--- config.mk ---
export PLATFORM = sky130hd
export DESIGN_NAME = insn_fetch_unit
export DESIGN_NICKNAME = d
export VERILOG_FILES = /design/src/rtl/insn_fetch_unit.sv
export SDC_FILE = /design/constraint.sdc
export NUM_CORES = 1
export LEC_CHECK = 0
export BUFFER_PORTS_ARGS = -buffer_cell sky130_fd_sc_hd__buf_2
export CORE_MARGIN = 2
export CORE_UTILIZATION = 48
export DETAILED_ROUTE_END_ITERATION = 7
export GPL_ROUTABILITY_DRIVEN = 0
export MAX_ROUTING_LAYER = met4
export PLACE_DENSITY_LB_ADDON = 0.08
export SKIP_CTS_REPAIR_TIMING = 1
export SLEW_MARGIN = 20
export SYNTH_ARGS = -nofsm -noshare
export SYNTH_HDL_FRONTEND = slang
export SYNTH_SLANG_ARGS = --single-unit
export TNS_END_PERCENT = 30
--- constraint.sdc ---
create_clock -name clk -period 2.5 [get_ports clk]
set_input_delay 0.375 -clock clk [delete_from_list [all_inputs] [get_ports clk]]
set_output_delay 0.375 -clock clk [all_outputs]
set_load 0.005 [all_outputs]
--- src/rtl/insn_fetch_unit.sv ---
// Instruction fetch unit: fetches one word per pc, classifies its opcode into a
// one-hot code and halts on illegal opcodes or misaligned branch targets.
module insn_fetch_unit #(
  parameter logic [31:0] RESET_PC = 32'h0000_0000
) (
  input  logic        clk,
  input  logic        reset,
  input  logic [31:0] pc_next,
  input  logic        pc_load,
  output logic        imem_req,
  output logic [31:0] imem_addr,
  input  logic        imem_ack,
  input  logic [31:0] imem_rdata,
  output logic [31:0] pc,
  output logic [31:0] insn,
  output logic [9:0]  code,
  output logic        insn_valid,
  output logic        fault
);

  typedef enum logic [1:0] {FETCH, HOLD, HALT} state_t;

  localparam logic [31:0] NOP = 32'h0000_0013;

  state_t      state_q, state_d;
  logic [9:0]  rd_code;
  logic        take_insn, take_pc, set_fault, clr_valid;

  // Every listed opcode ends in 2'b11, so matching all seven bits also
  // enforces the compressed-encoding exclusion.
  function automatic logic [9:0] decode(input logic [6:0] op);
    case (op)
      7'b0110011: decode = 10'b00_0000_0001;
      7'b0010011: decode = 10'b00_0000_0010;
      7'b0000011: decode = 10'b00_0000_0100;
      7'b0100011: decode = 10'b00_0000_1000;
      7'b1100011: decode = 10'b00_0001_0000;
      7'b1101111: decode = 10'b00_0010_0000;
      7'b1100111: decode = 10'b00_0100_0000;
      7'b0110111: decode = 10'b00_1000_0000;
      7'b0010111: decode = 10'b01_0000_0000;
      7'b1110011,
      7'b0001111: decode = 10'b10_0000_0000;
      default:    decode = 10'b00_0000_0000;
    endcase
  endfunction

  assign rd_code   = decode(imem_rdata[6:0]);
  assign imem_addr = pc;

  always_ff @(posedge clk) begin
    if (!reset) state_q <= FETCH;
    else        state_q <= state_d;
  end

  always_comb begin
    state_d   = state_q;
    imem_req  = 1'b0;
    take_insn = 1'b0;
    take_pc   = 1'b0;
    set_fault = 1'b0;
    clr_valid = 1'b0;
    case (state_q)
      FETCH: begin
        // Request is masked while reset is held so memory sees no stray read.
        imem_req = reset;
        if (imem_ack) begin
          take_insn = 1'b1;
          if (rd_code == 10'b0) begin
            set_fault = 1'b1;
            state_d   = HALT;
          end else begin
            state_d   = HOLD;
          end
        end
      end
      HOLD: begin
        if (pc_load) begin
          clr_valid = 1'b1;
          if (pc_next[1:0] == 2'b00) begin
            take_pc = 1'b1;
            state_d = FETCH;
          end else begin
            set_fault = 1'b1;
            state_d   = HALT;
          end
        end
      end
      HALT:    state_d = HALT;
      default: state_d = HALT;
    endcase
  end

  always_ff @(posedge clk) begin
    if (!reset) begin
      pc         <= RESET_PC;
      insn       <= NOP;
      code       <= 10'b0;
      insn_valid <= 1'b0;
      fault      <= 1'b0;
    end else begin
      if (take_insn) begin
        insn       <= imem_rdata;
        code       <= rd_code;
        insn_valid <= 1'b1;
      end
      if (take_pc)   pc         <= pc_next;
      if (clr_valid) insn_valid <= 1'b0;
      if (set_fault) fault      <= 1'b1;
    end
  end

endmodule

# --- Word level (Yosys, flattened, before mapping) ---
# Index checks and enable logic that the tools add are counted.
totals:
  ff_bits: 78
  inputBits: 68
  out_inout_bits: 109
  word_cells: 46
classes:
  n_eq_ne: 14
  mux: 19
  bitwise_logic: 1
  reduce_logical: 6
ops:
  columns: ["operator", "n"]
  rows:
  - ["$pmux W10 S10", 1]
  - ["$eq A7 B7 Y1 const B", 4]
  - ["$eq A7 B6 Y1 const B", 3]
  - ["$eq A7 B5 Y1 const B", 2]
  - ["$mux W1", 12]
  - ["$logic_not A10 Y1", 1]
  - ["$mux W2", 4]
  - ["$eq A7 B2 Y1 const B", 1]
  - ["$eq A7 B4 Y1 const B", 1]
  - ["$logic_not A2 Y1", 2]
  - ["$ne A2 B2 Y1 const B", 2]
  - ["$pmux W2 S2", 1]
  - ["$reduce_or A2 Y1", 2]
  - ["$eq A2 B1 Y1 const B", 1]
  - ["$pmux W1 S2", 1]
  - ["$reduce_and A2 Y1", 1]
  - ["$not A1 Y1", 1]

# --- Logic depth before layout (Yosys ltp) ---
depth:
  depth_word: 7
  depth_mapped: 5
  depth_no_buf: 4

# --- Worst setup path after synthesis ---
# Ideal clock, no wire load.
synth_timing:
  path_kind: "in2out"
  start: "input port reset"
  end: "output port imem_req"
  arrival_time_ns: 1.084
  required_ns: 2.125
  setup_slack_ns: 1.041
  stages: 3
  path_buffers: 2
  cell_sequence: "clkbuf_1 buf_1 nor3b_1"
synth_via:
  elab_chain_len: 1
synth_lines:
  columns: ["element", "line", "text"]
  rows:
  - ["start: declaration", "7", "input logic reset,"]
  - ["$mux W1", "63", "case (state_q)"]
  - ["end: declaration", "10", "output logic imem_req,"]
# Every way passes these cells.

# --- Worst setup path in the final report ---
layout_timing:
  start: "register state_q[0]"
  end: "register pc[17], in the netlist imem_addr[17]"
layout_via:
  elab_chain_len: 2
layout_lines:
  columns: ["element", "line", "text"]
  rows:
  - ["start: declaration", "25", "state_t state_q, state_d;"]
  - ["start signal: assignment", "53", "else state_q <= state_d;"]
  - ["$eq A2 B1 Y1", "63", null]
  - ["$mux W1", "63", null]
  - ["end signal: assignment", "107", "if (take_pc) pc <= pc_next;"]
  - ["end: declaration", "14", "output logic [31:0] pc,"]
# Every way passes these cells.
# A chain may end at the register's enable or synchronous reset.

==> results.rst <==
.. list-table::
   :header-rows: 1

   * - Metric
     - Value
   * - Outcome
     - finished clean
   * - Share of cells above drive strength 1
     - 37.4%
   * - Number of clock sinks seen by CTS
     - 78
   * - Final count of negative-setup-slack endpoints
     - 0
   * - Wire length per cell after detailed routing
     - 12.6 um
   * - Relative max-transition margin
     - 49.6%
   * - Number of slew-limit violations in the final report
     - 0
   * - ANT cells
     - 0
   * - Overall Power
     - 2.34 mW
   * - I/O pin cnt
     - 177
   * - Register-to-register setup slack
     - 0.76 ns
   * - Maximum number of buffers from clock root to sink
     - 2
   * - Multi-input logic area
     - 0.00134 mm2
   * - Setup repair after global routing missed its margin
     - no
   * - Reported max-cap violation count
     - 0
   * - Power Density
     - 571 mW/mm2
   * - Number of cells traversed by the worst hold path
     - 3
   * - Count of state elements after synthesis
     - 78
   * - Clock Tree Root
     - sky130_fd_sc_hd__clkbuf_8
   * - Startpoint class of the critical path
     - flip-flop
   * - TritonCTS clock tree
     - done
   * - Post-Synthesis Net Count
     - 456
   * - Residual overflow from global routing
     - 0
   * - Nature of the critical path endpoint
     - flip-flop
   * - Global-route wire length before repair
     - 11700 um
   * - Hold Path End
     - insn[30]
   * - Count of fill cells added during filler insertion
     - 642
   * - Hold Violations, Final
     - 0
   * - Crit path time final
     - 1.74 ns
   * - Setup TNS
     - 0 ns
   * - Effective utilization at floorplan
     - 48.7%
   * - Critical R2R Launch
     - state_q[0]
   * - Storage element area
     - 0.00156 mm2
   * - Post-synth cell types
     - 29
   * - Aggregate global-route resource usage
     - 20.1%
   * - Post-synthesis cell count
     - 388
   * - Mapped Area
     - 0.00325 mm2
   * - Mean Syn Cell Area
     - 8.38 um2
   * - Post-DRT Antenna Nets
     - 0
   * - Area share of the leading cell type in the synthesized netlist
     - 48.0%
   * - Share of the cycle needed by the critical path after routing
     - 69.5%
   * - X dimension of the die
     - 86.3 um
   * - Static power due to leakage
     - 1.96 nW
   * - Top area cells in the synthesized netlist
     - sky130_fd_sc_hd__dfxtp_1, sky130_fd_sc_hd__nand2_1, sky130_fd_sc_hd__a21boi_0
   * - Buffers on Ports
     - 176
   * - Aggregate routed wire length
     - 7630 um
   * - Hold slack final
     - 0.277 ns
   * - CORE AREA
     - 0.00668 mm2
   * - Hold path start
     - imem_rdata[30]
   * - Data arrival time of the worst path
     - 1.99 ns
   * - Crit path required time
     - 2.75 ns
   * - Number of placement rows
     - 30
   * - Peak Freq
     - 575 MHz
   * - Post-layout net count
     - 592
   * - HPWL Detailed
     - 5350 um
   * - H-tree lvl count
     - 3
   * - Initial detailed-routing violation count
     - 83
   * - Max FO, Critical Path
     - 19
   * - Slew @ Worst Pin
     - 0.751 ns
   * - Post-synthesis cell type with the largest combined area
     - sky130_fd_sc_hd__dfxtp_1
   * - Via count of the first global-routing pass
     - 2523
   * - Clock buffers created by TritonCTS
     - 9
   * - Setup Slack @ Placement
     - 0.701 ns
   * - Setup Skew
     - 0.00642 ns
   * - Share of synthesized area occupied by flip-flops and latches
     - 48.0%
   * - Vias after detailed routing
     - 2936
   * - Worst flop-to-flop path endpoint
     - imem_addr[17]
   * - Worst ir drop on vdd
     - 0.316 mV
   * - Full die area
     - 0.00745 mm2
   * - Clock-pin slew reported for the worst setup and hold paths after clock tree synthesis
     - 0.07 ns
   * - Area growth syn-to-layout
     - 26.2%
   * - Vertical extent of the die
     - 86.3 um
   * - Warning count from the yosys run
     - 0
   * - Maximum number of pins on one net before global-route repair
     - 43
   * - FF-to-FF path depth
     - 5
   * - Clock Latency Late Sink
     - 0.33 ns
   * - Number of remaining DRC errors
     - 0
   * - Via/cell ratio
     - 4.84
   * - Antenna violations before repair
     - 0
   * - Classification of the worst setup path
     - flip-flop to flip-flop
   * - Min-Delay Path Class
     - input pin to flip-flop
   * - Final WS setup
     - 0.762 ns
   * - DRT Pass-1 Iters
     - 4
==> sequential cells by signal (all words and copies together), names as in the netlist <==
signal / flops
imem_addr: 32
insn: 32
code: 10
state_q: 2
fault: 1
insn_valid: 1
==> cells in the mapped netlist <==
library cell / instances
sky130_fd_sc_hd__nand2_1: 130
sky130_fd_sc_hd__dfxtp_1: 78
sky130_fd_sc_hd__a21boi_0: 63
sky130_fd_sc_hd__buf_4: 32
sky130_fd_sc_hd__clkbuf_1: 13
sky130_fd_sc_hd__buf_2: 11
sky130_fd_sc_hd__nor2b_1: 8
sky130_fd_sc_hd__o21ai_0: 7
sky130_fd_sc_hd__and3_1: 5
sky130_fd_sc_hd__nand3_1: 5
sky130_fd_sc_hd__a22oi_1: 4
sky130_fd_sc_hd__nor3_1: 4
sky130_fd_sc_hd__nor3b_1: 4
sky130_fd_sc_hd__a21oi_1: 3
sky130_fd_sc_hd__inv_1: 3
sky130_fd_sc_hd__a32oi_1: 2
sky130_fd_sc_hd__and2_1: 2
sky130_fd_sc_hd__nand4_1: 2
sky130_fd_sc_hd__nor2_1: 2
sky130_fd_sc_hd__a32o_1: 1
sky130_fd_sc_hd__a41oi_1: 1
sky130_fd_sc_hd__buf_1: 1
sky130_fd_sc_hd__nand2b_1: 1
sky130_fd_sc_hd__nand3b_1: 1
sky130_fd_sc_hd__nor3_4: 1
sky130_fd_sc_hd__nor3b_2: 1
sky130_fd_sc_hd__o32ai_1: 1
sky130_fd_sc_hd__or3_1: 1
sky130_fd_sc_hd__or3b_1: 1
==> critical path, stage by stage, from the launching register on <==
cell	delay, ns
sky130_fd_sc_hd__dfxtp_1	0.44
sky130_fd_sc_hd__nor2b_1	0.27
sky130_fd_sc_hd__and3_1	0.52
sky130_fd_sc_hd__buf_12	0.22
sky130_fd_sc_hd__nand2_1	0.06
sky130_fd_sc_hd__a21boi_0	0.15
==> logic make-up after synthesis <==
group	count (synthesis)	synth area share, %
flops	78	48.0
buf+inv	60	11.0
compound gates	82	18.4
simple gates	168	22.6
==> layer usage <==
metal,global-route usage (%),wire [um]
met1,25.3,3470
met2,32.0,3620
met3,4.10,461
met4,7.67,80
met5,-,0
==> cells in the final DEF (no fill, tap or decap) <==
| master | synthesis | routed |
|---|---|---|
| sky130_fd_sc_hd__nor2b_1 | 8 | 8 |
| sky130_fd_sc_hd__o21ai_0 | 7 | 7 |
| sky130_fd_sc_hd__and2_1 | 2 | 2 |
| sky130_fd_sc_hd__o32ai_1 | 1 | 1 |
| sky130_fd_sc_hd__a22oi_1 | 4 | 4 |
| sky130_fd_sc_hd__buf_12 | 0 | 1 |
| sky130_fd_sc_hd__nand3b_1 | 1 | 1 |
| sky130_fd_sc_hd__clkinv_2 | 0 | 2 |
| sky130_fd_sc_hd__or3b_1 | 1 | 1 |
| sky130_fd_sc_hd__nor3b_2 | 1 | 2 |
| sky130_fd_sc_hd__clkbuf_1 | 13 | 2 |
| sky130_fd_sc_hd__nand2b_1 | 1 | 1 |
| sky130_fd_sc_hd__nor3b_1 | 4 | 3 |
| sky130_fd_sc_hd__a32o_1 | 1 | 1 |
| sky130_fd_sc_hd__inv_1 | 3 | 3 |
| sky130_fd_sc_hd__or3_1 | 1 | 1 |
| sky130_fd_sc_hd__buf_4 | 32 | 5 |
| sky130_fd_sc_hd__nor2_1 | 2 | 2 |
| sky130_fd_sc_hd__nand4_1 | 2 | 2 |
| sky130_fd_sc_hd__a21oi_1 | 3 | 3 |
| sky130_fd_sc_hd__nor3_1 | 4 | 4 |
| sky130_fd_sc_hd__a32oi_1 | 2 | 2 |
| sky130_fd_sc_hd__clkbuf_8 | 0 | 10 |
| sky130_fd_sc_hd__nand2_1 | 130 | 130 |
| sky130_fd_sc_hd__and3_1 | 5 | 5 |
| sky130_fd_sc_hd__dfxtp_1 | 78 | 78 |
| sky130_fd_sc_hd__a41oi_1 | 1 | 1 |
| sky130_fd_sc_hd__nand3_1 | 5 | 5 |
| sky130_fd_sc_hd__buf_2 | 11 | 176 |
| sky130_fd_sc_hd__nor3_4 | 1 | 1 |
| sky130_fd_sc_hd__a21boi_0 | 63 | 63 |
==> where the power goes <==
part	internal, mW	switching (mW)	total [mW]
Combinational	0.116	0.131	0.248
Sequential	1.28	0.0218	1.31
Clock	0.375	0.417	0.791
Total	1.77	0.570	2.34
==> stage by stage <==
| stage | area, um2 | util [%] | std cells |
|---|---|---|---|
| 2_1_floorplan | 3250 | - | 388 |
| 3_3_place_gp | 3950 | 59.1 | 593 |
| 3_5_place_dp | 3950 | 59.1 | 593 |
| 4_1_cts | 4100 | 61.4 | 607 |
| 5_1_grt | 4100 | 61.4 | 607 |
| 6_report | 4100 | 61.4 | 607 |
==> worst max-delay path by stage <==
stage | from | end | slack (ns) | depth (start not counted)
2_1_floorplan | reset | imem_req | 1.04 | 3
3_3_place_gp | imem_ack | code[1] | 0.74 | 5
3_5_place_dp | imem_ack | code[8] | 0.70 | 5
4_1_cts | state_q[0] | imem_addr[17] | 0.75 | 5
5_1_grt | state_q[0] | imem_addr[29] | 0.52 | 5
6_report | state_q[0] | imem_addr[17] | 0.76 | 5
==> layout make-up <==
class	count	area share (%)
clock inverters	2	0.244
well taps	80	2.44
repair buffers	182	22.9
flip-flops and latches	78	38.0
clock buffers	12	3.54
inverters	3	0.274
multi-input cells	250	32.6
(Power assumes the default switching activity.)
